[src/rtl/bcd_scan_display_ctrl.sv]
// Multiplexed 7-segment scan controller: one shared BCD decoder, dead time between digits,
// leading-zero blanking, and a shadow register that commits new values only on frame edges.
module bcd_scan_display_ctrl #(
    parameter int unsigned NUM_DIGITS  = 4,
    parameter int unsigned ON_CYCLES   = 1000,
    parameter int unsigned DEAD_CYCLES = 8
) (
    input  logic                          clk,
    input  logic                          rst,
    input  logic                          en,
    input  logic                          load,
    input  logic [4*NUM_DIGITS-1:0]       bcd_in,
    input  logic [NUM_DIGITS-1:0]         dp_in,
    input  logic                          blank_lz,
    output logic [6:0]                    seg_n,
    output logic                          dp_n,
    output logic [NUM_DIGITS-1:0]         an_n,
    output logic [$clog2(NUM_DIGITS)-1:0] digit_idx,
    output logic                          frame_tick,
    output logic                          pending
);

    localparam int unsigned IdxW   = $clog2(NUM_DIGITS);
    localparam int unsigned BcdW   = 4 * NUM_DIGITS;
    localparam int unsigned MaxCnt = (ON_CYCLES > DEAD_CYCLES) ? ON_CYCLES : DEAD_CYCLES;
    localparam int unsigned CntW   = (MaxCnt > 1) ? $clog2(MaxCnt) : 1;

    localparam logic [CntW-1:0] OnLast   = CntW'(ON_CYCLES - 1);
    localparam logic [CntW-1:0] DeadLast = CntW'((DEAD_CYCLES > 0) ? DEAD_CYCLES - 1 : 0);
    localparam logic [IdxW-1:0] DigLast  = IdxW'(NUM_DIGITS - 1);

    typedef enum logic [0:0] {StDead, StOn} state_e;

    state_e                state_q, state_d;
    logic [CntW-1:0]       cnt_q, cnt_d;
    logic [IdxW-1:0]       digit_q, digit_d;
    logic [BcdW-1:0]       act_bcd_q, act_bcd_d, sh_bcd_q, sh_bcd_d;
    logic [NUM_DIGITS-1:0] act_dp_q, act_dp_d, sh_dp_q, sh_dp_d;
    logic                  pending_q, pending_d;
    logic [6:0]            seg_q, seg_d;
    logic                  dp_n_q, dp_n_d;
    logic [NUM_DIGITS-1:0] an_n_q, an_n_d;
    logic                  tick_q, tick_d;
    logic                  commit;
    logic [NUM_DIGITS-1:0] lz;
    logic [3:0]            cur;

    function automatic logic [6:0] decode(input logic [3:0] v);
        case (v)
            4'd0:    decode = 7'b0000001;
            4'd1:    decode = 7'b1001111;
            4'd2:    decode = 7'b0010010;
            4'd3:    decode = 7'b0000110;
            4'd4:    decode = 7'b1001100;
            4'd5:    decode = 7'b0100100;
            4'd6:    decode = 7'b0100000;
            4'd7:    decode = 7'b0001111;
            4'd8:    decode = 7'b0000000;
            4'd9:    decode = 7'b0001100;
            default: decode = 7'b1111111;
        endcase
    endfunction

    always_comb begin
        state_d = state_q;
        cnt_d   = cnt_q;
        digit_d = digit_q;
        if (!en) begin
            state_d = StDead;
            cnt_d   = '0;
            digit_d = '0;
        end else begin
            unique case (state_q)
                StDead: begin
                    if (DEAD_CYCLES == 0 || cnt_q == DeadLast) begin
                        state_d = StOn;
                        cnt_d   = '0;
                    end else begin
                        cnt_d = cnt_q + CntW'(1);
                    end
                end
                StOn: begin
                    if (cnt_q == OnLast) begin
                        cnt_d   = '0;
                        digit_d = (digit_q == DigLast) ? '0 : digit_q + IdxW'(1);
                        state_d = (DEAD_CYCLES == 0) ? StOn : StDead;
                    end else begin
                        cnt_d = cnt_q + CntW'(1);
                    end
                end
            endcase
        end
    end

    // tick_q marks the last ON cycle of the last digit, i.e. the frame boundary.
    // Disabling the scan also commits, so a held-off display never keeps stale data.
    always_comb begin
        commit    = !en || tick_q;
        act_bcd_d = act_bcd_q;
        act_dp_d  = act_dp_q;
        sh_bcd_d  = sh_bcd_q;
        sh_dp_d   = sh_dp_q;
        pending_d = pending_q;
        if (load) begin
            sh_bcd_d = bcd_in;
            sh_dp_d  = dp_in;
        end
        if (load && commit) begin
            act_bcd_d = bcd_in;
            act_dp_d  = dp_in;
            pending_d = 1'b0;
        end else if (load) begin
            pending_d = 1'b1;
        end else if (commit && pending_q) begin
            act_bcd_d = sh_bcd_q;
            act_dp_d  = sh_dp_q;
            pending_d = 1'b0;
        end
    end

    // lz[k]: digit k and every digit above it are zero.
    always_comb begin
        lz = '0;
        lz[NUM_DIGITS-1] = (act_bcd_d[BcdW-1 -: 4] == 4'd0);
        for (int k = NUM_DIGITS - 2; k >= 0; k--) begin
            lz[k] = lz[k+1] && (act_bcd_d[4*k +: 4] == 4'd0);
        end
    end

    always_comb begin
        cur    = act_bcd_d[4*int'(digit_d) +: 4];
        seg_d  = 7'h7F;
        dp_n_d = 1'b1;
        an_n_d = '1;
        tick_d = 1'b0;
        if (state_d == StOn) begin
            an_n_d = ~(NUM_DIGITS'(1) << digit_d);
            seg_d  = (blank_lz && digit_d != '0 && lz[digit_d]) ? 7'h7F : decode(cur);
            dp_n_d = ~act_dp_d[digit_d];
            tick_d = (digit_d == DigLast) && (cnt_d == OnLast);
        end
    end

    always_ff @(posedge clk) begin
        if (rst) begin
            state_q   <= StDead;
            cnt_q     <= '0;
            digit_q   <= '0;
            act_bcd_q <= '0;
            act_dp_q  <= '0;
            sh_bcd_q  <= '0;
            sh_dp_q   <= '0;
            pending_q <= 1'b0;
            seg_q     <= 7'h7F;
            dp_n_q    <= 1'b1;
            an_n_q    <= '1;
            tick_q    <= 1'b0;
        end else begin
            state_q   <= state_d;
            cnt_q     <= cnt_d;
            digit_q   <= digit_d;
            act_bcd_q <= act_bcd_d;
            act_dp_q  <= act_dp_d;
            sh_bcd_q  <= sh_bcd_d;
            sh_dp_q   <= sh_dp_d;
            pending_q <= pending_d;
            seg_q     <= seg_d;
            dp_n_q    <= dp_n_d;
            an_n_q    <= an_n_d;
            tick_q    <= tick_d;
        end
    end

    assign seg_n      = seg_q;
    assign dp_n       = dp_n_q;
    assign an_n       = an_n_q;
    assign digit_idx  = digit_q;
    assign frame_tick = tick_q;
    assign pending    = pending_q;

endmodule

[config.mk]
export PLATFORM = sky130hd
export DESIGN_NAME = bcd_scan_display_ctrl
export DESIGN_NICKNAME = d
export VERILOG_FILES = /design/src/rtl/bcd_scan_display_ctrl.sv
export SDC_FILE = /design/constraint.sdc
export NUM_CORES = 1
export LEC_CHECK = 0
export CAP_MARGIN = 20
export CORE_ASPECT_RATIO = 1.25
export CORE_UTILIZATION = 33
export DETAILED_ROUTE_END_ITERATION = 16
export DONT_BUFFER_PORTS = 1
export SLEW_MARGIN = 25
export SYNTH_ARGS = -nofsm -noshare
export SYNTH_HDL_FRONTEND = slang
export SYNTH_SLANG_ARGS = --single-unit
export TNS_END_PERCENT = 10
[constraint.sdc]
create_clock -name clk -period 2.8 [get_ports clk]
set_input_delay 0.42 -clock clk [delete_from_list [all_inputs] [get_ports clk]]
set_output_delay 0.42 -clock clk [all_outputs]
set_load 0.01 [all_outputs]
==> impl_metrics.csv <==
group,metric,value,unit
drt,drt_iter0_markers,82,
final_layout,n_antenna_cell,0,
synth,synthCells,383,
floorplanning,die_height,116,µm
floorplanning,core-area,0.0101,mm²
synth,synth_area,0.00340,mm²
drt,drt-pass1-iter-count,4,
drt,vias_per_cell,5.15,
final_layout,area_delta_synth_final,21.9,%
clock_tree,cts_tree,"yes",
critical_path,cp_max_fo,7,
synth,synth_warnings,0,
critical_path,reg2reg_depth,9,
clock_tree,clockRootBuffer,"clkbuf_16",
critical_path,end_kind,"flip-flop",
clock_tree,clock_latency,0.33,ns
critical_path,cp_data_required_time,3.00,ns
synth,synthArstFlopShare,0,%
final_layout,fin_cells,548,
sta,post-route-min-period,2.69,ns
synth,synth-seq-cells,67,
power_and_ir_drop,p_leak,1.70,nW
floorplanning,start_util,33.8,%
min_path,min_path_type,"in2reg",
critical_path,critPathKind,"reg2reg",
critical_path,timing.rr.end,"seg_n[4]",
final_layout,final_cell_area,0.00415,mm²
floorplanning,fp.dieW,92.8,µm
global_route,antenna_found_initial,0,
synth,ys.flop_type,"dfxtp_1",
synth,synth_top_area_cell,"dfxtp_1",
synth,synth_cell_types,68,
clock_tree,cts.sinks,67,
synth,avgSynthCellArea,8.88,µm²
synth,synth_area_leaders,"dfxtp_1, mux2i_1, nor2_1",
synth,synth-edff-count,0,
placed_design,gp_congestion,0.832,
critical_path,r2r-start,"cnt_q[0]",
sta,fin_skew,0.00691,ns
clock_tree,htreeDepth,3,
min_path,hold_depth,1,
sta,worstMarginPinSlew,0.552,ns
global_route,grt_overflow,0,
sta,fmax,372,MHz
clock_tree,clock_path_buffers,2,
synth,synth_most_common_cell,"dfxtp_1",
power_and_ir_drop,totalPowerFinal,2.40,mW
drt,wl_per_cell,16.2,µm
flow_run,maxCapViolCount,0,
sta,report.final.slew_viol_count,0,
sta,setup_viol,0,
floorplanning,die-area,0.0107,mm²
sta,rsz0062_at_grt,"yes",
synth,synth_nets,416,
critical_path,startpoint_type,"flip-flop",
global_route,grt_max_degree,35,
synth,ys_top_cells_by_count,"dfxtp_1, nor2_1, nand2_1",
placed_design,place_inst,530,
critical_path,critPathLaunch,"cnt_q[0]",
critical_path,r2r_slack,0.11,ns
floorplanning,io_pins,41,
placed_design,hpwl,6580,µm
synth,yosysSeqAreaShare,39.4,%
clock_tree,cts_inserted_buffers,9,
drt,vias,2821,
drt,ant_nets,0,
floorplanning,rows,41,
min_path,min_from,"rst",
power_and_ir_drop,powerDensity,580,mW/mm²
global_route,grt_usage,17.2,%
min_path,min_to,"sh_bcd_q[13]",
global_route,grt_pass1_wl,14000,µm
power_and_ir_drop,vdd_drop_max,0.000292,V
placed_design,placed_cell_area,0.00374,mm²
sta,hold_viol,0,
clock_tree,clkTransAtPathRegs,0.06,ns
critical_path,crit_arrival,2.89,ns
sta,relSlewSlack,63.0,%
drt,drcViolationCount,0,
sta,fin_crit_sh,95.9,%
final_layout,drive_above_1_share,22.9,%
global_route,grt_pass1_vias,2783,
synth,synth_top_area_share,39.4,%
drt,drt-total-wl,8860,µm
placed_design,port_buffers,0,
outcome,status,"finished, final reports clean",
final_layout,nets,447,
cells in the final DEF, fill, tap and decap left out, types with 2 or more instances in the layout:
cell	netlist	final
dfxtp_1	67	63
nor2_1	60	60
buf_4	1	42
nand2_1	28	26
mux2i_1	27	26
inv_1	18	17
a21oi_1	14	14
nand3_1	11	11
nor3_1	11	11
a31oi_1	10	10
a211oi_1	11	10
clkbuf_16	0	9
and2_1	8	8
ha_1	8	7
xor2_1	6	6
o21ai_0	7	5
o31ai_1	4	4
nand2b_1	5	4
o21ai_1	2	4
dfxtp_2	0	4
nand2_2	1	3
nand4_1	3	3
a21o_1	3	3
xnor2_1	3	3
clkinv_2	0	3
nor2b_2	1	2
or2_2	2	2
nand3b_1	2	2
or3_1	3	2
o221ai_1	3	2
mux2_4	2	2
a22oi_1	2	2
and3_2	2	2
and3_1	2	2
nor4_1	2	2
flip-flops by register name, indices dropped and copies added (netlist names), 2 cells and up:
| signal | flops |
|---|---|
| digit_idx | 2 |
| seg_n | 7 |
| act_bcd_q | 16 |
| sh_dp_q | 4 |
| sh_bcd_q | 16 |
| cnt_q | 10 |
| act_dp_q | 4 |
| an_n | 4 |
layout make-up:
type	count	area (µm²)
clock buffer	11	243
timing repair buffer	42	315
clock inverter	5	52.6
tap	129	161
inverter	18	67.6
multi-input combinational	276	1960
fill	1032	5910
sequential	67	1350
report_power, final:
group / total [mW] / leakage, nW / switching [mW] / internal, mW
sequential: 1.01 / 0.550 / 0.0188 / 0.994
clock: 1.12 / 0.145 / 0.409 / 0.708
combinational: 0.275 / 1.00 / 0.145 / 0.130
total: 2.40 / 1.70 / 0.572 / 1.83
cell families (layout without fill, tap and decap cells):
group | Yosys count | after routing | share of synthesized area (%)
multiplexers | 31 | 31 | 9.82
adder cells (fa/ha/maj) | 8 | 8 | 2.94
buffers and inverters | 40 | 76 | 5.85
XOR/XNOR | 9 | 9 | 2.32
AND/OR/NAND/NOR | 153 | 153 | 22.5
flip-flops | 67 | 67 | 39.4
AO/OA/AOI/OAI | 75 | 75 | 17.2
worst max path at each step:
stage,to,slack (ns)
floorplan,seg_n[3],-0.03
global placement,seg_n[3],-0.05
detailed placement,seg_n[3],-0.08
CTS,seg_n[3],0.02
global route,seg_n[3],-0.02
finish,seg_n[4],0.11
worst max-delay path, cell delays in order, from the launching register on:
cell	delay [ns]
dfxtp_2	0.35
ha_4	0.15
nand4bb_4	0.15
or4_4	0.58
and2_4	0.19
mux2_4	0.32
o221ai_4	0.23
nand3_2	0.13
a221oi_4	0.34
o31ai_1	0.12
layer usage:
layer	vias to the layer above	global-route usage, %	share of wire, %
met5	-	0	0
met4	0	8.00	1.8
met3	10	4.86	5.8
met2	63	31.0	53
met1	1333	18.5	40
li1	1415	-	-
stage by stage:
stage	setup TNS [ns]	setup WS, ns	hold slack [ns]	utilization (%)
3_3_place_gp	-0.0850	-0.0466	0.474	37.2
3_5_place_dp	-0.134	-0.0823	0.480	37.2
2_1_floorplan	-0.0264	-0.0264	0.445	-
4_1_cts	0	0.0151	0.152	40.3
5_1_grt	-0.0377	-0.0198	0.154	41.3
6_report	0	0.115	0.162	41.3
repair_timing:
action | in CTS | in global routing
pin swaps | 0 | 9
setup buffers | 0 | 2
gates cloned | 0 | 0
resized for setup | 2 | 22
setup endpoints to repair | 5 | 7
hold buffers | 0 | 0
Power figures use the tool's default switching activity.
